===== src/rtl/spiker_sequencer.sv =====
// ---------------------------------------------------------------------------
// spiker_sequencer
//
// Sequences one inference on the spiker core. A start command streams the
// packed input-spike words from the adapter register file into the core over
// a valid/ready channel. The block then waits for the core's result beats,
// writes them back to the result registers, and reports done/error/irq
// status. A RUN-phase timer guards against a core that never answers. An
// abort command returns to IDLE from any state.
//
// Ports:
//   clk_i          clock, all state changes on the rising edge
//   rst_i          synchronous active-high reset
//   start_i        one-cycle start command (honoured only in IDLE)
//   abort_i        one-cycle abort command (ignored in IDLE)
//   spk_rd_addr_o  word index into the spike registers
//   spk_rd_data_i  spike word at spk_rd_addr_o, valid in the same cycle
//   core_data_o    spike word to the core, bits >= N_SPIKES masked to 0
//   core_valid_o   core_data_o is valid (LOAD state)
//   core_ready_i   core accepts the current word
//   core_last_o    marks word N_WORDS-1
//   res_valid_i    result beat from the core (no backpressure)
//   res_data_i     result data
//   res_wr_en_o    result register write strobe
//   res_wr_addr_o  result register index
//   res_wr_data_o  result register data
//   busy_o         high while not IDLE
//   done_o         sticky: last inference completed
//   error_o        sticky: last inference timed out
//   irq_o          one-cycle pulse on completion or timeout
// ---------------------------------------------------------------------------
module spiker_sequencer #(
  parameter int unsigned WIDTH          = 32,
  parameter int unsigned N_SPIKES       = 784,
  parameter int unsigned N_OUT_WORDS    = 1,
  parameter int unsigned TIMEOUT_CYCLES = 4096,
  localparam int unsigned N_WORDS = (N_SPIKES + WIDTH - 1) / WIDTH,
  localparam int unsigned AW      = (N_WORDS > 1) ? $clog2(N_WORDS) : 1,
  localparam int unsigned RW      = (N_OUT_WORDS > 1) ? $clog2(N_OUT_WORDS) : 1
) (
  input  logic             clk_i,
  input  logic             rst_i,
  input  logic             start_i,
  input  logic             abort_i,
  output logic [AW-1:0]    spk_rd_addr_o,
  input  logic [WIDTH-1:0] spk_rd_data_i,
  output logic [WIDTH-1:0] core_data_o,
  output logic             core_valid_o,
  input  logic             core_ready_i,
  output logic             core_last_o,
  input  logic             res_valid_i,
  input  logic [WIDTH-1:0] res_data_i,
  output logic             res_wr_en_o,
  output logic [RW-1:0]    res_wr_addr_o,
  output logic [WIDTH-1:0] res_wr_data_o,
  output logic             busy_o,
  output logic             done_o,
  output logic             error_o,
  output logic             irq_o
);

  localparam int unsigned TW  = (TIMEOUT_CYCLES > 1) ? $clog2(TIMEOUT_CYCLES) : 1;
  localparam int unsigned REM = N_SPIKES % WIDTH;

  localparam logic [AW-1:0] LAST_WORD = AW'(N_WORDS - 1);
  localparam logic [RW-1:0] LAST_RES  = RW'(N_OUT_WORDS - 1);
  localparam logic [TW-1:0] TIMER_MAX = TW'(TIMEOUT_CYCLES - 1);

  // Keeps only the bits of the final word that carry real spikes. When the
  // spike count is a whole number of words, nothing is masked.
  localparam logic [WIDTH-1:0] LAST_MASK =
    (REM == 0) ? {WIDTH{1'b1}} : ({WIDTH{1'b1}} >> (WIDTH - REM));

  typedef enum logic [1:0] {
    IDLE   = 2'd0,
    LOAD   = 2'd1,
    RUN    = 2'd2,
    FINISH = 2'd3
  } state_e;

  state_e          state_q, state_d;
  logic [AW-1:0]   word_q, word_d;
  logic [RW-1:0]   res_q, res_d;
  logic [TW-1:0]   timer_q, timer_d;
  logic            done_q, done_d;
  logic            error_q, error_d;
  logic            irq_q, irq_d;

  logic            is_last_word;
  logic            is_last_res;

  assign is_last_word = (word_q == LAST_WORD);
  assign is_last_res  = (res_q == LAST_RES);

  // State and status registers.
  always_ff @(posedge clk_i) begin
    if (rst_i) begin
      state_q <= IDLE;
      word_q  <= '0;
      res_q   <= '0;
      timer_q <= '0;
      done_q  <= 1'b0;
      error_q <= 1'b0;
      irq_q   <= 1'b0;
    end else begin
      state_q <= state_d;
      word_q  <= word_d;
      res_q   <= res_d;
      timer_q <= timer_d;
      done_q  <= done_d;
      error_q <= error_d;
      irq_q   <= irq_d;
    end
  end

  // Next-state logic. Abort outranks everything outside IDLE, including a
  // final handshake or final beat in the same cycle. done/irq are set on the
  // edge into FINISH, so both are already visible during the FINISH cycle.
  always_comb begin
    state_d = state_q;
    word_d  = word_q;
    res_d   = res_q;
    timer_d = timer_q;
    done_d  = done_q;
    error_d = error_q;
    irq_d   = 1'b0;

    if (abort_i && (state_q != IDLE)) begin
      state_d = IDLE;
      word_d  = '0;
      res_d   = '0;
      timer_d = '0;
    end else begin
      unique case (state_q)
        IDLE: begin
          if (start_i && !abort_i) begin
            state_d = LOAD;
            word_d  = '0;
            res_d   = '0;
            timer_d = '0;
            done_d  = 1'b0;
            error_d = 1'b0;
          end
        end

        LOAD: begin
          if (core_ready_i) begin
            if (is_last_word) begin
              word_d  = '0;
              state_d = RUN;
            end else begin
              word_d = word_q + 1'b1;
            end
          end
        end

        RUN: begin
          timer_d = timer_q + 1'b1;
          // The final beat wins over a coincident timeout.
          if (res_valid_i && is_last_res) begin
            res_d   = '0;
            timer_d = '0;
            done_d  = 1'b1;
            irq_d   = 1'b1;
            state_d = FINISH;
          end else begin
            if (res_valid_i) begin
              res_d = res_q + 1'b1;
            end
            if (timer_q == TIMER_MAX) begin
              res_d   = '0;
              timer_d = '0;
              error_d = 1'b1;
              irq_d   = 1'b1;
              state_d = IDLE;
            end
          end
        end

        FINISH: begin
          state_d = IDLE;
        end

        default: begin
          state_d = IDLE;
        end
      endcase
    end
  end

  // Spike channel. The address comes straight from the word counter, so it
  // (and the data read through it) holds while the core stalls.
  assign spk_rd_addr_o = word_q;
  assign core_valid_o  = (state_q == LOAD);
  assign core_last_o   = (state_q == LOAD) && is_last_word;
  assign core_data_o   = is_last_word ? (spk_rd_data_i & LAST_MASK) : spk_rd_data_i;

  // Result write-back is a combinational pass-through of the beat. It still
  // fires in a cycle where abort is also asserted.
  assign res_wr_en_o   = (state_q == RUN) && res_valid_i;
  assign res_wr_addr_o = res_q;
  assign res_wr_data_o = res_data_i;

  assign busy_o  = (state_q != IDLE);
  assign done_o  = done_q;
  assign error_o = error_q;
  assign irq_o   = irq_q;

endmodule


===== config.mk =====
export PLATFORM = sky130hd
export DESIGN_NAME = spiker_sequencer
export DESIGN_NICKNAME = d
export VERILOG_FILES = /design/src/rtl/spiker_sequencer.sv
export SDC_FILE = /design/constraint.sdc
export NUM_CORES = 1
export LEC_CHECK = 0
export ABC_AREA = 0
export CORE_MARGIN = 8
export CORE_UTILIZATION = 32
export CTS_CLUSTER_SIZE = 40
export DETAILED_ROUTE_END_ITERATION = 12
export GPL_ROUTABILITY_DRIVEN = 0
export HOLD_SLACK_MARGIN = 0.12
export PLACE_DENSITY = 0.81
export SLEW_MARGIN = 20
export SYNTH_ARGS = -nofsm -noshare
export SYNTH_HDL_FRONTEND = slang
export SYNTH_SLANG_ARGS = --single-unit

===== constraint.sdc =====
create_clock -name clk_i -period 1.8 [get_ports clk_i]
set_input_delay 0.27 -clock clk_i [delete_from_list [all_inputs] [get_ports clk_i]]
set_output_delay 0.27 -clock clk_i [all_outputs]
set_load 0.1 [all_outputs]

==> impl_metrics.yaml <==
run_status:
  status: "complete, but fails checks"
  violations: "setup timing"
logic_synthesis:
  ys_ff_latch: 23
  synth_flop_cell: "dfxtp_1"
  synth-edff-count: 0
  avgSynthCellArea_sq_um: 8.29
  netlist_area_sq_mm: 0.00172
  ys_types: 49
  ys_warn_count: 0
  async_flop_share_pct: 0
  seq_area_frac_synth_pct: 26.7
  syn-num-nets: 281
  synthCells: 208
routing:
  postRouteAntennaNets: 0
  drtIter0Drc: 45
  wl_um: 4670
  drc_errors: 0
  vias: 1493
  drtPass1Iterations: 6
  wl_per_cell_um: 15.3
  viasPerCell: 4.88
worst_setup_path:
  cp-start-kind: "register"
  crit_required_ns: 1.53
  worstPathMaxFanout: 6
  worstPathArrival_ns: 1.54
  end_kind: "output port"
  critPathKind: "reg2out"
global_routing:
  use_met1_pct: 11.6
  antenna_found_initial: 0
  grt_pass1_wl_um: 7080
  top_usage_layer: "met2"
  grtUsageMet2_pct: 20.5
  use_met3_pct: 3.77
  grt_pass1_vias: 1475
  grt_overflow: 0
  grt_max_degree: 19
  grt_usage_pct: 11.3
clock_tree:
  clock_sinks: 23
  cts_buffers: 3
  clock_path_buffers: 2
  cts_tree: "yes"
  clkTransAtPathRegs_ns: 0.08
  clk_latency_ns: 0.27
  cts_hold_buf: 0
  cts-root-buf: "clkbuf_8"
  htreeDepth: 1
placement:
  dpl_worst_slack_ns: -0.0901
  hpwl_um: 3810
  io_buffers: 50
die:
  start_util_pct: 33.5
  die_h_um: 89.4
  die_w_um: 89.4
  rows: 26
  dieArea_sq_mm: 0.00799
  core-area_sq_mm: 0.00514
  io_pins: 147
timing:
  final_max_slew_viol_count: 0
  hold_viol_final: 0
  relSlewSlack_pct: 73.3
  finalCritPeriodShare_pct: 101
  clock_skew_ns: 0.00414
  rsz0062_at_grt: "true"
  setup_ws_ns: -0.0118
  setup_viol: 1
  worstMarginPinSlew_ns: 0.391
  finalCriticalPeriod_ns: 1.81
  max_freq_mhz: 552
layout:
  mostFrequentLayoutCells: "30 x buf_4, 25 x buf_12, 21 x clkdlybuf4s50_1, 17 x nor2_1, 16 x dfxtp_1"
  drive_above_1_share_pct: 40.7
  area_delta_synth_final_pct: 44.8
  final_common_cell: "buf_4"
  post-route-util_pct: 48.6
  antenna_cells: 0
  fillers: 468
  layout.nets: 310
power_and_ir_drop:
  vdd_drop_max_v: 0.000318
  p_total_mw: 1.32
  p_leak_nw: 0.959
  p_per_area_mw_per_mm2: 528
job:
  drv_cap: 0
worst_hold_path:
  hold_class: "reg2reg"
state kept, by name, indices dropped and copies added, names as in the netlist:
signal / cells
state_q: 2
error_o: 1
irq_o: 1
done_o: 1
timer_q: 12
res_wr_addr_o: 1
spk_rd_addr_o: 5
Yosys cell counts, types with 2 or more instances:
master	number	area share, %
xnor2_1	8	4.1
nand2_1	8	1.7
buf_4	48	21
nor3_1	2	0.58
ha_1	3	2.2
o211ai_1	2	0.87
clkbuf_1	2	0.44
and4_1	2	1.0
and2_1	19	6.9
a21o_1	2	0.87
a21oi_1	10	2.9
nand3_1	5	1.5
dfxtp_1	23	27
o31ai_1	2	0.87
or4b_1	2	1.2
buf_2	2	0.58
nand2b_1	2	0.73
a21oi_2	2	1.0
nor2b_1	3	1.1
a211oi_1	3	1.3
xor2_1	2	1.0
inv_1	5	1.1
buf_6	2	1.3
a2111oi_0	2	1.0
o21ai_0	5	1.5
and3_1	2	0.73
nor2_1	17	3.7
nand4_1	2	0.73
cell families (layout without fill, tap and decap cells):
kind of cell	Yosys count	count (layout)	synth area share [%]
buffers and inverters	60	88	24.5
xor gates and xnor gates	10	10	5.08
and+or+nand+nor	73	73	24.5
DFF	23	23	26.7
AOI/OAI and AO/OA	38	38	16.5
muxes	1	1	0.581
adders and majority gates	3	3	2.18
what timing repair did:
action	in CTS	in global routing
cloned	0	1
endpoints found under the setup margin	17	18
gates resized for setup	1	1
setup buffers	2	5
pin swaps	1	6
layer usage:
metal | vias up | share of wire [%]
met4 | 0 | 1.6
met1 | 700 | 38
met2 | 61 | 49
li1 | 721 | -
met3 | 11 | 12
met5 | - | 0
area by class of cell:
cell class	count	area, sq um	share of cell area, %
clock buffers	4	45.0	1.80
well taps	70	87.6	3.51
repair buffers	78	952	38.1
flip-flops and latches	23	482	19.3
inverters	6	25.0	1.00
multi-input cells	125	905	36.2
power breakdown:
| group | switching [mW] | leakage (nW) | internal, mW |
|---|---|---|---|
| clock network | 0.169 | 0.0228 | 0.158 |
| registers | 0.00606 | 0.191 | 0.508 |
| logic | 0.273 | 0.745 | 0.202 |
path summary, 6_finish.rpt:
check / from / depth (start not counted) / slack [ns] / to
worst min-delay path: res_wr_addr_o / 2 / 0.47 / res_wr_addr_o
worst max register to register: timer_q[4] / 4 / 0.17 / timer_q[11]
worst min register to register: res_wr_addr_o / 2 / 0.47 / res_wr_addr_o
worst max-delay path: spk_rd_addr_o[0] / 6 / -0.01 / core_last_o
worst max-delay path, cell delays in order, from the launching register on:
cell,delay [ns]
dfxtp_4,0.36
inv_4,0.06
ha_4,0.11
nand4b_1,0.12
buf_6,0.17
nor3b_4,0.25
buf_12,0.21
metrics by stage:
stage	hold WS, ns	cell area (sq um)	setup TNS (ns)	std cells
floorplan	0.353	1820	-1.16	208
global placement	0.456	2380	-0.240	294
detailed placement	0.456	2380	-0.859	294
CTS	0.470	2440	-0.0538	300
global route	0.504	2500	-0.413	306
finish	0.471	2500	-0.0118	306
(Power assumes the default switching activity.)
